File: src/rtl/key_debounce_pkg.sv
// Shared helpers for the key debouncer: counter width sizing.
package key_debounce_pkg;

  // Width of a counter that must hold 0..n-1, never less than one bit.
  function automatic int cnt_width(input int n);
    return (n > 1) ? $clog2(n) : 1;
  endfunction

endpackage

File: src/rtl/key_debounce_cell.sv
// One key's debounce state: accepts a level after STABLE_SAMPLES differing ticks.
// Latency: pulse registered with the state flip on the accepting tick; no backpressure.
module key_debounce_cell
  import key_debounce_pkg::*;
#(
  parameter int STABLE_SAMPLES = 3
) (
  input  logic clk,
  input  logic rst,
  input  logic tick,
  input  logic key_sync,
  output logic state,
  output logic press_pulse,
  output logic release_pulse
);

  localparam int CNT_W = cnt_width(STABLE_SAMPLES);
  localparam logic [CNT_W-1:0] CNT_LAST = CNT_W'(STABLE_SAMPLES - 1);

  logic             state_q, state_d;
  logic [CNT_W-1:0] cnt_q, cnt_d;
  logic             press_q, press_d;
  logic             release_q, release_d;

  always_comb begin
    state_d   = state_q;
    cnt_d     = cnt_q;
    press_d   = 1'b0;
    release_d = 1'b0;
    if (tick) begin
      if (key_sync == state_q) begin
        cnt_d = '0;
      end else if (cnt_q == CNT_LAST) begin
        state_d   = key_sync;
        cnt_d     = '0;
        press_d   = key_sync;
        release_d = ~key_sync;
      end else begin
        cnt_d = cnt_q + CNT_W'(1);
      end
    end
  end

  always_ff @(posedge clk) begin
    if (rst) begin
      state_q   <= 1'b0;
      cnt_q     <= '0;
      press_q   <= 1'b0;
      release_q <= 1'b0;
    end else begin
      state_q   <= state_d;
      cnt_q     <= cnt_d;
      press_q   <= press_d;
      release_q <= release_d;
    end
  end

  assign state         = state_q;
  assign press_pulse   = press_q;
  assign release_pulse = release_q;

endmodule

File: src/rtl/key_debounce.sv
// Synchronizes and debounces NUM_KEYS raw pins; emits levels, press/release pulses, key code.
// Latency: 2 sync cycles + up to STABLE_SAMPLES ticks + 1; no backpressure (pulses are fire-and-forget).
module key_debounce
  import key_debounce_pkg::*;
#(
  parameter int NUM_KEYS       = 8,
  parameter int TICK_CYCLES    = 1000000,
  parameter int STABLE_SAMPLES = 3,
  parameter int ACTIVE_LOW     = 1,
  parameter int CODE_W         = 3
) (
  input  logic                clk,
  input  logic                rst,
  input  logic [NUM_KEYS-1:0] key_in,
  output logic [NUM_KEYS-1:0] key_state,
  output logic [NUM_KEYS-1:0] key_press,
  output logic [NUM_KEYS-1:0] key_release,
  output logic                key_valid,
  output logic [CODE_W-1:0]   key_code
);

  if (TICK_CYCLES < 2) begin : g_bad_tick
    $error("key_debounce: TICK_CYCLES must be >= 2");
  end
  if (STABLE_SAMPLES < 1) begin : g_bad_stable
    $error("key_debounce: STABLE_SAMPLES must be >= 1");
  end
  if (ACTIVE_LOW != 0 && ACTIVE_LOW != 1) begin : g_bad_pol
    $error("key_debounce: ACTIVE_LOW must be 0 or 1");
  end
  if ((1 << CODE_W) < NUM_KEYS) begin : g_bad_code
    $error("key_debounce: CODE_W too narrow for NUM_KEYS");
  end

  localparam int              TICK_W    = cnt_width(TICK_CYCLES);
  localparam logic [TICK_W-1:0] TICK_LAST = TICK_W'(TICK_CYCLES - 1);
  localparam logic            POL       = (ACTIVE_LOW != 0);

  logic [NUM_KEYS-1:0] sync1_q, sync1_d;
  logic [NUM_KEYS-1:0] sync2_q, sync2_d;
  logic [TICK_W-1:0]   tick_cnt_q, tick_cnt_d;
  logic                tick;

  assign tick = (tick_cnt_q == TICK_LAST);

  // Polarity is folded in before the first flop so reset value 0 means released.
  always_comb begin
    sync1_d    = key_in ^ {NUM_KEYS{POL}};
    sync2_d    = sync1_q;
    tick_cnt_d = tick ? '0 : tick_cnt_q + TICK_W'(1);
  end

  always_ff @(posedge clk) begin
    if (rst) begin
      sync1_q    <= '0;
      sync2_q    <= '0;
      tick_cnt_q <= '0;
    end else begin
      sync1_q    <= sync1_d;
      sync2_q    <= sync2_d;
      tick_cnt_q <= tick_cnt_d;
    end
  end

  for (genvar i = 0; i < NUM_KEYS; i++) begin : g_cell
    key_debounce_cell #(
      .STABLE_SAMPLES(STABLE_SAMPLES)
    ) u_cell (
      .clk          (clk),
      .rst          (rst),
      .tick         (tick),
      .key_sync     (sync2_q[i]),
      .state        (key_state[i]),
      .press_pulse  (key_press[i]),
      .release_pulse(key_release[i])
    );
  end

  // Decoded straight from the registered press vector so valid/code align with the pulse.
  always_comb begin
    key_valid = |key_press;
    key_code  = '0;
    for (int i = NUM_KEYS - 1; i >= 0; i--) begin
      if (key_press[i]) key_code = CODE_W'(i);
    end
  end

endmodule

File: config.mk
export PLATFORM = sky130hd
export DESIGN_NAME = key_debounce
export DESIGN_NICKNAME = d
export VERILOG_FILES = /design/src/rtl/key_debounce_pkg.sv /design/src/rtl/key_debounce_cell.sv /design/src/rtl/key_debounce.sv
export SDC_FILE = /design/constraint.sdc
export NUM_CORES = 1
export LEC_CHECK = 0
export ABC_AREA = 1
export CAP_MARGIN = 20
export CORE_MARGIN = 1.5
export CORE_UTILIZATION = 35
export CTS_CLUSTER_SIZE = 20
export DETAILED_ROUTE_END_ITERATION = 10
export PLACE_DENSITY = 0.55
export REMOVE_ABC_BUFFERS = 1
export SLEW_MARGIN = 10
export SYNTH_ARGS = -nofsm -noshare
export SYNTH_HDL_FRONTEND = slang
export SYNTH_SLANG_ARGS = --single-unit
File: constraint.sdc
create_clock -name clk -period 4.9 [get_ports clk]
set_clock_uncertainty 0.1 [all_clocks]
set_input_delay 0.49 -clock clk [delete_from_list [all_inputs] [get_ports clk]]
set_output_delay 0.49 -clock clk [all_outputs]
set_load 0.005 [all_outputs]
======== Word-level counts from Yosys, hierarchy flattened ========
Index checks and enable logic that the tools add are counted.
storage, ports and cells
  bits in registers ....................... 76
  input bits .............................. 10
  output and inout port bits .............. 28
  word-level logic and storage cells ...... 129
cells by class
  $add $sub $neg .......................... 9
  eq/ne operators ......................... 17
  muxes and demuxes ....................... 24
  bitwise logic cells ..................... 26
  reductions and logical operators ........ 18
operators by type and width
  kind                                                             count
  2-bit 2-to-1 mux                                                 16
  4-bit OR reduction                                               8
  1-bit inverter                                                   25
  3-bit 2-to-1 mux                                                 8
  3-bit AND reduction                                              8
  20-bit by 1-bit adder with 20-bit output, second input constant  1
  20-bit == test, second input constant                            1
  2-bit by 1-bit adder with 2-bit output, second input constant    8
  2-bit == test, second input constant                             8
  1-bit == test                                                    8
  8-bit inverter                                                   1
  8-bit OR reduction                                               1
  2-bit OR reduction                                               1

======== Depth between registers and ports, before layout ========
Gate-level depths: netlist (run 1).
  depth in word-level cells ............... 8
  mapped depth ............................ 10
  gate-level depth less buffers ........... 9

======== Modules after synthesis ========
From an unflattened synthesis (run 1), not the netlist that was laid out.
unflattened totals
  cells, all modules ...................... 452
  area, all modules ....................... 3301.9 um^2
by module, submodules not included
  module             times used  cells each  area an instance (um^2)  seq. area each (um^2)
  key_debounce_cell  8           29          209.0                    100.1
  key_debounce       1           220         1630.3                   720.7

======== Worst setup path after synthesis (run 1) ========
OpenSTA, ideal clock, no wires.
  path kind ............................... register to register
  start ................................... reg tick_cnt_q[0]
  end ..................................... reg g_cell[3].u_cell.cnt_q[0]
  setup time .............................. 120 ps
  data arrival time ....................... 1351 ps
  required time ........................... 4680 ps
  path slack .............................. 3329 ps
  stages on the path, launching flop included .. 8
  path buffers ............................ 1
  period minus slack after synthesis ...... 1571 ps
  cell sequence ........................... dfxtp_1 > ha_1 > nand3_2 > nor2_1 > nand3_1 > nand2_1 > buf_2 > o22ai_1
between the ends
  word-level cells in the longest chain between the ends .. 1
ends and longest elaborated chain
  what                    RTL line                 RTL
  start, declared         key_debounce.sv:41       logic [TICK_W-1:0] tick_cnt_q, tick_cnt_d;
  start signal, assigned  key_debounce.sv:61       tick_cnt_q <= tick_cnt_d;
  20-bit == test          key_debounce.sv:44       assign tick = (tick_cnt_q == TICK_LAST);
  end signal, assigned    key_debounce_cell.sv:52  cnt_q <= cnt_d;
  end, declared           key_debounce_cell.sv:21  logic [CNT_W-1:0] cnt_q, cnt_d;
Every way passes these cells.
A chain may end at the register's enable or synchronous reset.

======== Worst setup path in the final report (run 1) ========
  start ................................... reg tick_cnt_q[0]
  end ..................................... reg g_cell[4].u_cell.cnt_q[0]
between the ends
  word-level cells in the longest chain between the ends .. 1
ends and longest elaborated chain
  what                  RTL line
  20-bit == test        key_debounce.sv:44
  end signal, assigned  key_debounce_cell.sv:52
  end, declared         key_debounce_cell.sv:21
Every way passes these cells.

==> qor.yml, run 1 <==
synth_flop_cell: "dfxtp_1"
portBuffers: 37
syn_area_per_cell_um2: 7.33
cp-start-kind: "flop"
seq_power_share_pct: 53.2
num_vias: 2673
required_ps: 5030
fmax_ghz: 0.368
multi_input_area_mm2: 0.00129
setup.worst_path.end_class: "flop"
cts_tree: "done"
fill_cells: 947
tightest_slew_ps: 680
hold_path_class: "flop to flop"
dp.final_hpwl_um: 4640
hold_violations: 0
grt_pass1_vias: 2562
synth-edff-count: 0
gr-usage-all-layers_pct: 14.1
post_cts_resized: 0
drtIter0Drc: 71
yosysWarnings: 0
rows: 35
fin_crit_ps: 2710
routed_wl_um: 6610
power_frac_comb_pct: 3.1
netlist_area_mm2: 0.00333
p_per_area_mw_per_mm2: 307
min_period_over_period_pct: 55.4
vias_per_cell: 4.43
setup_tns_ps: 0
cts_made_buffers: 9
num_io_pins: 38
dr.pass1.iters: 4
arrival_ps: 2850
routedWlPerCell_um: 10.9
pre_cts_ws_ps: 2120
clockBufferDepth: 2
p_leak_nw: 1.45
root_buffer: "clkbuf_8"
clkSlewWorstSetupHoldPaths_ps: 80
fin_ws_ps: 2190
status: "complete, no violations"
initial_core_util_pct: 36.0
core_area_mm2: 0.00924
antenna_found_initial: 0
yosysUniqueCellTypes: 25
grt_max_degree: 30
rsz0062_at_grt: "false"
crit_path_max_fanout: 18
fin_nets: 481
worstSkewPairLatency_ps: 340
cp_slowest_cell: "nand2_1"
post-route-drc-count: 0
htreeDepth: 3
syn_to_final_growth_pct: 16.3
hold_buffers: 0
synthCells: 454
post-route-util_pct: 41.9
p_int_w: 0.000928
gr-total-overflow: 0
seqCellArea_mm2: 0.00152
drv_cap: 0
pwr-share-clk_pct: 43.7
clock_sinks: 76
die_h_um: 100
drive_above_1_share_pct: 7.37
ant_nets: 0
maxSlewHeadroom_pct: 54.5
ys_ff_latch: 76
reg2reg_slack_ps: 2190
grt_pass1_wl_um: 11100
die_w_um: 100
hold-worst-slack_ps: 302
layout_common_cells: "76 x nor2_1, 76 x dfxtp_1, 71 x nand2_1"
yosysSeqAreaShare_pct: 45.7
die-area_mm2: 0.0101
post_cts_buffers: 0
switchingPower_w: 0.000259
maxSlewViolCount: 0
setup_viol: 0
vdd_drop_max_uv: 175
cp_cell_sequence: "ha_1 -> nand3_2 -> nor2_1 -> nand3_1 -> nand2_1 -> buf_8 -> o22ai_1"
async_reset_ff_share_pct: 0
diodes: 0
criticalPathCategory: "flop to flop"
place_congestion: 0.813
crit_path_max_incr_delay_ps: 710
p_sw_share_pct: 21.8
path summary, 6_finish.rpt:
kind | depth (start not counted) | startpoint | end
hold / removal | 2 | sync1_q[5] | sync2_q[5]
setup reg to reg | 7 | tick_cnt_q[0] | g_cell[4].u_cell.cnt_q[0]
hold reg to reg | 2 | sync1_q[5] | sync2_q[5]
setup / recovery | 7 | tick_cnt_q[0] | g_cell[4].u_cell.cnt_q[0]
state kept, by name, summed over array words and instances (netlist names):
register,flops
g_cell.u_cell.cnt_q,16
g_cell.u_cell.press_pulse,8
g_cell.u_cell.release_pulse,8
g_cell.u_cell.state,8
sync1_q,8
sync2_q,8
tick_cnt_q,20
routing by layer:
layer	part of all wire (%)	vias up	GRT usage, %
li1	-	1433	-
met1	50	1196	17.2
met2	46	38	24.2
met3	2.9	6	3.47
met4	0.91	0	4.77
met5	0	-	0
layout make-up:
cell class / instances / area share [%]
Inverter: 71 / 6.89
Clock inverter: 6 / 2.30
Multi-Input combinational cell: 271 / 33.5
Clock buffer: 10 / 3.30
Sequential cell: 76 / 39.3
Timing Repair Buffer: 41 / 10.5
Tap cell: 129 / 4.17
metrics by stage:
stage          instance area (um^2)  cells  total power [W]
4_1_cts                        3870    604          0.00120
5_1_grt                        3870    604          0.00123
3_5_place_dp                   3650    588         0.000684
2_1_floorplan                  3080    418         0.000664
6_report                       3870    604          0.00119
3_3_place_gp                   3640    587         0.000681
cell families (layout without fill, tap and decap cells):
kind of cell	after synthesis	count (layout)	synth area share [%]
DFF	76	76	45.7
adders and majority gates	1	1	0.376
AOI/OAI and AO/OA	37	37	5.94
xor gates and xnor gates	11	11	2.90
buffers and inverters	107	128	15.3
and+or+nand+nor	222	222	29.7
cell usage after synthesis, types with 2 or more instances:
master / instances / share of area [%]
dfxtp_1: 76 / 46
nor2_1: 76 / 8.6
nand2_1: 71 / 8.0
inv_1: 70 / 7.9
buf_4: 27 / 6.1
nand4_1: 22 / 4.1
nand3_1: 21 / 3.2
a21oi_1: 16 / 2.4
nor3_1: 11 / 1.7
o21ai_0: 10 / 1.5
o22ai_1: 10 / 1.9
xnor2_1: 10 / 2.6
nor2_2: 9 / 1.7
buf_2: 6 / 0.90
or2_2: 4 / 0.75
clkbuf_1: 3 / 0.34
nor4_1: 3 / 0.56
nor3b_1: 2 / 0.45
critical path: cells and delay by family (launching register included):
family | cells | cell delay (ps)
adder cells (fa/ha/maj) | 1 | 270
flip-flops | 1 | 390
buffers and inverters | 1 | 250
AND/OR/NAND/NOR | 4 | 1500
AO/OA/AOI/OAI | 1 | 90
power groups by stage:
stage          clock network [W]  logic (W)  registers [W]
6_report                0.000519  0.0000372       0.000631
5_1_grt                 0.000559  0.0000417       0.000633
4_1_cts                 0.000533  0.0000378       0.000631
3_5_place_dp                   0  0.0000377       0.000646
3_3_place_gp                   0  0.0000359       0.000646
2_1_floorplan                  0  0.0000196       0.000645
No activity file was read; power rests on OpenSTA's default activity.
==> inputs of run 2 (changes only) <==
clock period = 2.63 ns   (was 4.9 ns; I/O delays follow)
==> run 2 against run 1 <==
Against the previous run:
- worst hold slack better by 0.97 ps
- wire length up 1.3%
- count of clock-buffer cells in the layout up 1
- highest routed layer unchanged
- largest power group unchanged
- via count down 0.11%
- sequential share of layout area up 0.28 points
- first-iteration DRC count up 48%
- worst setup slack worse by 1700 ps
- die area unchanged
- final area down 0.71%
- power up 73%
- combinational power up 90%
==> qor.yml, run 2 (synthesis results as in run 1) <==
post_cts_buffers: 0  # unchanged
rows: 35  # unchanged
crit_path_max_incr_delay_ps: 500  # -210 ps
drv_cap: 0  # unchanged
post-route-util_pct: 41.6  # -0.30 points
multi_input_area_mm2: 0.00129  # unchanged
setup.worst_path.end_class: "primary output"
die_h_um: 100  # unchanged
setup_viol: 0  # unchanged
diodes: 0  # unchanged
p_leak_nw: 1.44  # -0.46%
worstSkewPairLatency_ps: 350  # about the same
htreeDepth: 3  # unchanged
largest_reg_flops: 20  # unchanged
core_area_mm2: 0.00924  # unchanged
p_per_area_mw_per_mm2: 535  # +74%
cts_made_buffers: 9  # unchanged
min_period_over_period_pct: 82.1
status: "complete, no violations"
grt_max_degree: 29  # -3.3%
gr-usage-all-layers_pct: 14.4  # +0.34 points
power_frac_comb_pct: 3.4  # +0.3 points
required_ps: 2270  # -2760 ps
fin_nets: 482  # +0.21%
routed_wl_um: 6700  # +1.3%
root_buffer: "clkbuf_8"
num_io_pins: 38  # unchanged
vias_per_cell: 4.41  # -0.28%
pre_cts_ws_ps: 742  # -1380 ps
hold_violations: 0  # unchanged
crit_path_max_fanout: 4  # -14
seq_power_share_pct: 57.3  # +4.1 points
seqCellArea_mm2: 0.00152  # unchanged
arrival_ps: 1800  # -1050 ps
fill_cells: 943  # -0.42%
gr-total-overflow: 0  # unchanged
cts_tree: "done"
num_vias: 2670  # -0.11%
cp_slowest_cell: "clkdlybuf4s50_1"
criticalPathCategory: "flop to primary output"
setup_tns_ps: 0  # unchanged
syn_to_final_growth_pct: 15.5
p_int_w: 0.00157  # +69%
switchingPower_w: 0.000487  # +88%
ant_nets: 0  # unchanged
dr.pass1.iters: 4  # unchanged
cp-start-kind: "flop"
fin_ws_ps: 472  # -1710 ps
fin_crit_ps: 2160
post-route-drc-count: 0  # unchanged
clock_sinks: 76  # unchanged
hold_path_class: "flop to flop"
portBuffers: 37  # unchanged
initial_core_util_pct: 36.0  # unchanged
regMostFlops: "tick_cnt_q"
top_regs: "tick_cnt_q (20), g_cell.u_cell.cnt_q (16)"
grt_pass1_wl_um: 11500  # +3.2%
drtIter0Drc: 105  # +48%
die-area_mm2: 0.0101  # unchanged
vdd_drop_max_uv: 288  # +64%
place_congestion: 0.790  # -2.8%
grt_pass1_vias: 2501  # -2.4%
cp_cell_sequence: "nor4_1 -> inv_1 -> nor2_1 -> clkdlybuf4s50_1"
post_cts_resized: 0  # unchanged
maxSlewViolCount: 0  # unchanged
maxSlewHeadroom_pct: 74.0  # +19 points
routedWlPerCell_um: 11.1  # +1.1%
p_sw_share_pct: 23.7  # +1.9 points
die_w_um: 100  # unchanged
antenna_found_initial: 0  # unchanged
layout_common_cells: "76 x nor2_1, 76 x dfxtp_1, 71 x nand2_1"
hold_buffers: 0  # unchanged
clkSlewWorstSetupHoldPaths_ps: 70  # about the same
tightest_slew_ps: 388  # -292 ps
fmax_ghz: 0.463
pwr-share-clk_pct: 39.3  # -4.4 points
dp.final_hpwl_um: 4660  # +0.33%
rsz0062_at_grt: "false"
clockBufferDepth: 2  # unchanged
drive_above_1_share_pct: 7.56  # +0.19 points
==> run 2: changes by cell type in the layout (fill, tap and decap cells not counted), sizes merged <==
cell / change
clkinvlp: -1
inv: +1
clkinv: +1
buf: +1
bufinv: -2
clkbuf: +1
==> run 2: path summary, 6_finish.rpt <==
kind | from | end | cells after the start | slack, ps
min reg2reg | sync1_q[1] | sync2_q[1] | 2 | 300
max reg2reg | tick_cnt_q[0] | g_cell[6].u_cell.cnt_q[1] | 7 | 770
max | g_cell[0].u_cell.press_pulse | key_code[2] | 4 | 470
min | sync1_q[1] | sync2_q[1] | 2 | 300
==> run 2: area by class of cell <==
cell class,count,area share [%]
Tap cell,129,4.20
Timing Repair Buffer,42,10.9
Sequential cell,76,39.6
Multi-Input combinational cell,271,33.7
Clock buffer,11,3.68
Inverter,71,6.94
Clock inverter,5,0.912
==> run 2: critical path: cells and delay by family (launching register included) <==
| kind | cells | cell delay (ps) |
|---|---|---|
| buffers and inverters | 2 | 580 |
| DFF | 1 | 370 |
| and+or+nand+nor | 2 | 500 |
==> run 2: per-stage QoR <==
stage / instance area (um^2) / std cells / hold slack [ps] / total power [W]
after floorplan: 3080 / 418 / 230 / 0.00124
after global placement: 3660 / 589 / 289 / 0.00127
after detailed placement: 3660 / 589 / 294 / 0.00127
after CTS: 3840 / 605 / 303 / 0.00209
after global routing: 3840 / 605 / 322 / 0.00215
final: 3840 / 605 / 303 / 0.00205
==> run 2: power by group through the flow <==
stage	Sequential, W	Combinational, W	Clock [W]
final	0.00118	0.0000705	0.000807
after global routing	0.00118	0.0000800	0.000887
after CTS	0.00118	0.0000721	0.000838
after detailed placement	0.00120	0.0000717	0
after global placement	0.00120	0.0000709	0
after floorplan	0.00120	0.0000364	0
==> run 2: routing by layer <==
metal | global-route usage, % | part of all wire (%)
met1 | 18.5 | 51
met2 | 23.8 | 44
met3 | 4.37 | 3.3
met4 | 3.58 | 0.97
met5 | 0 | 0
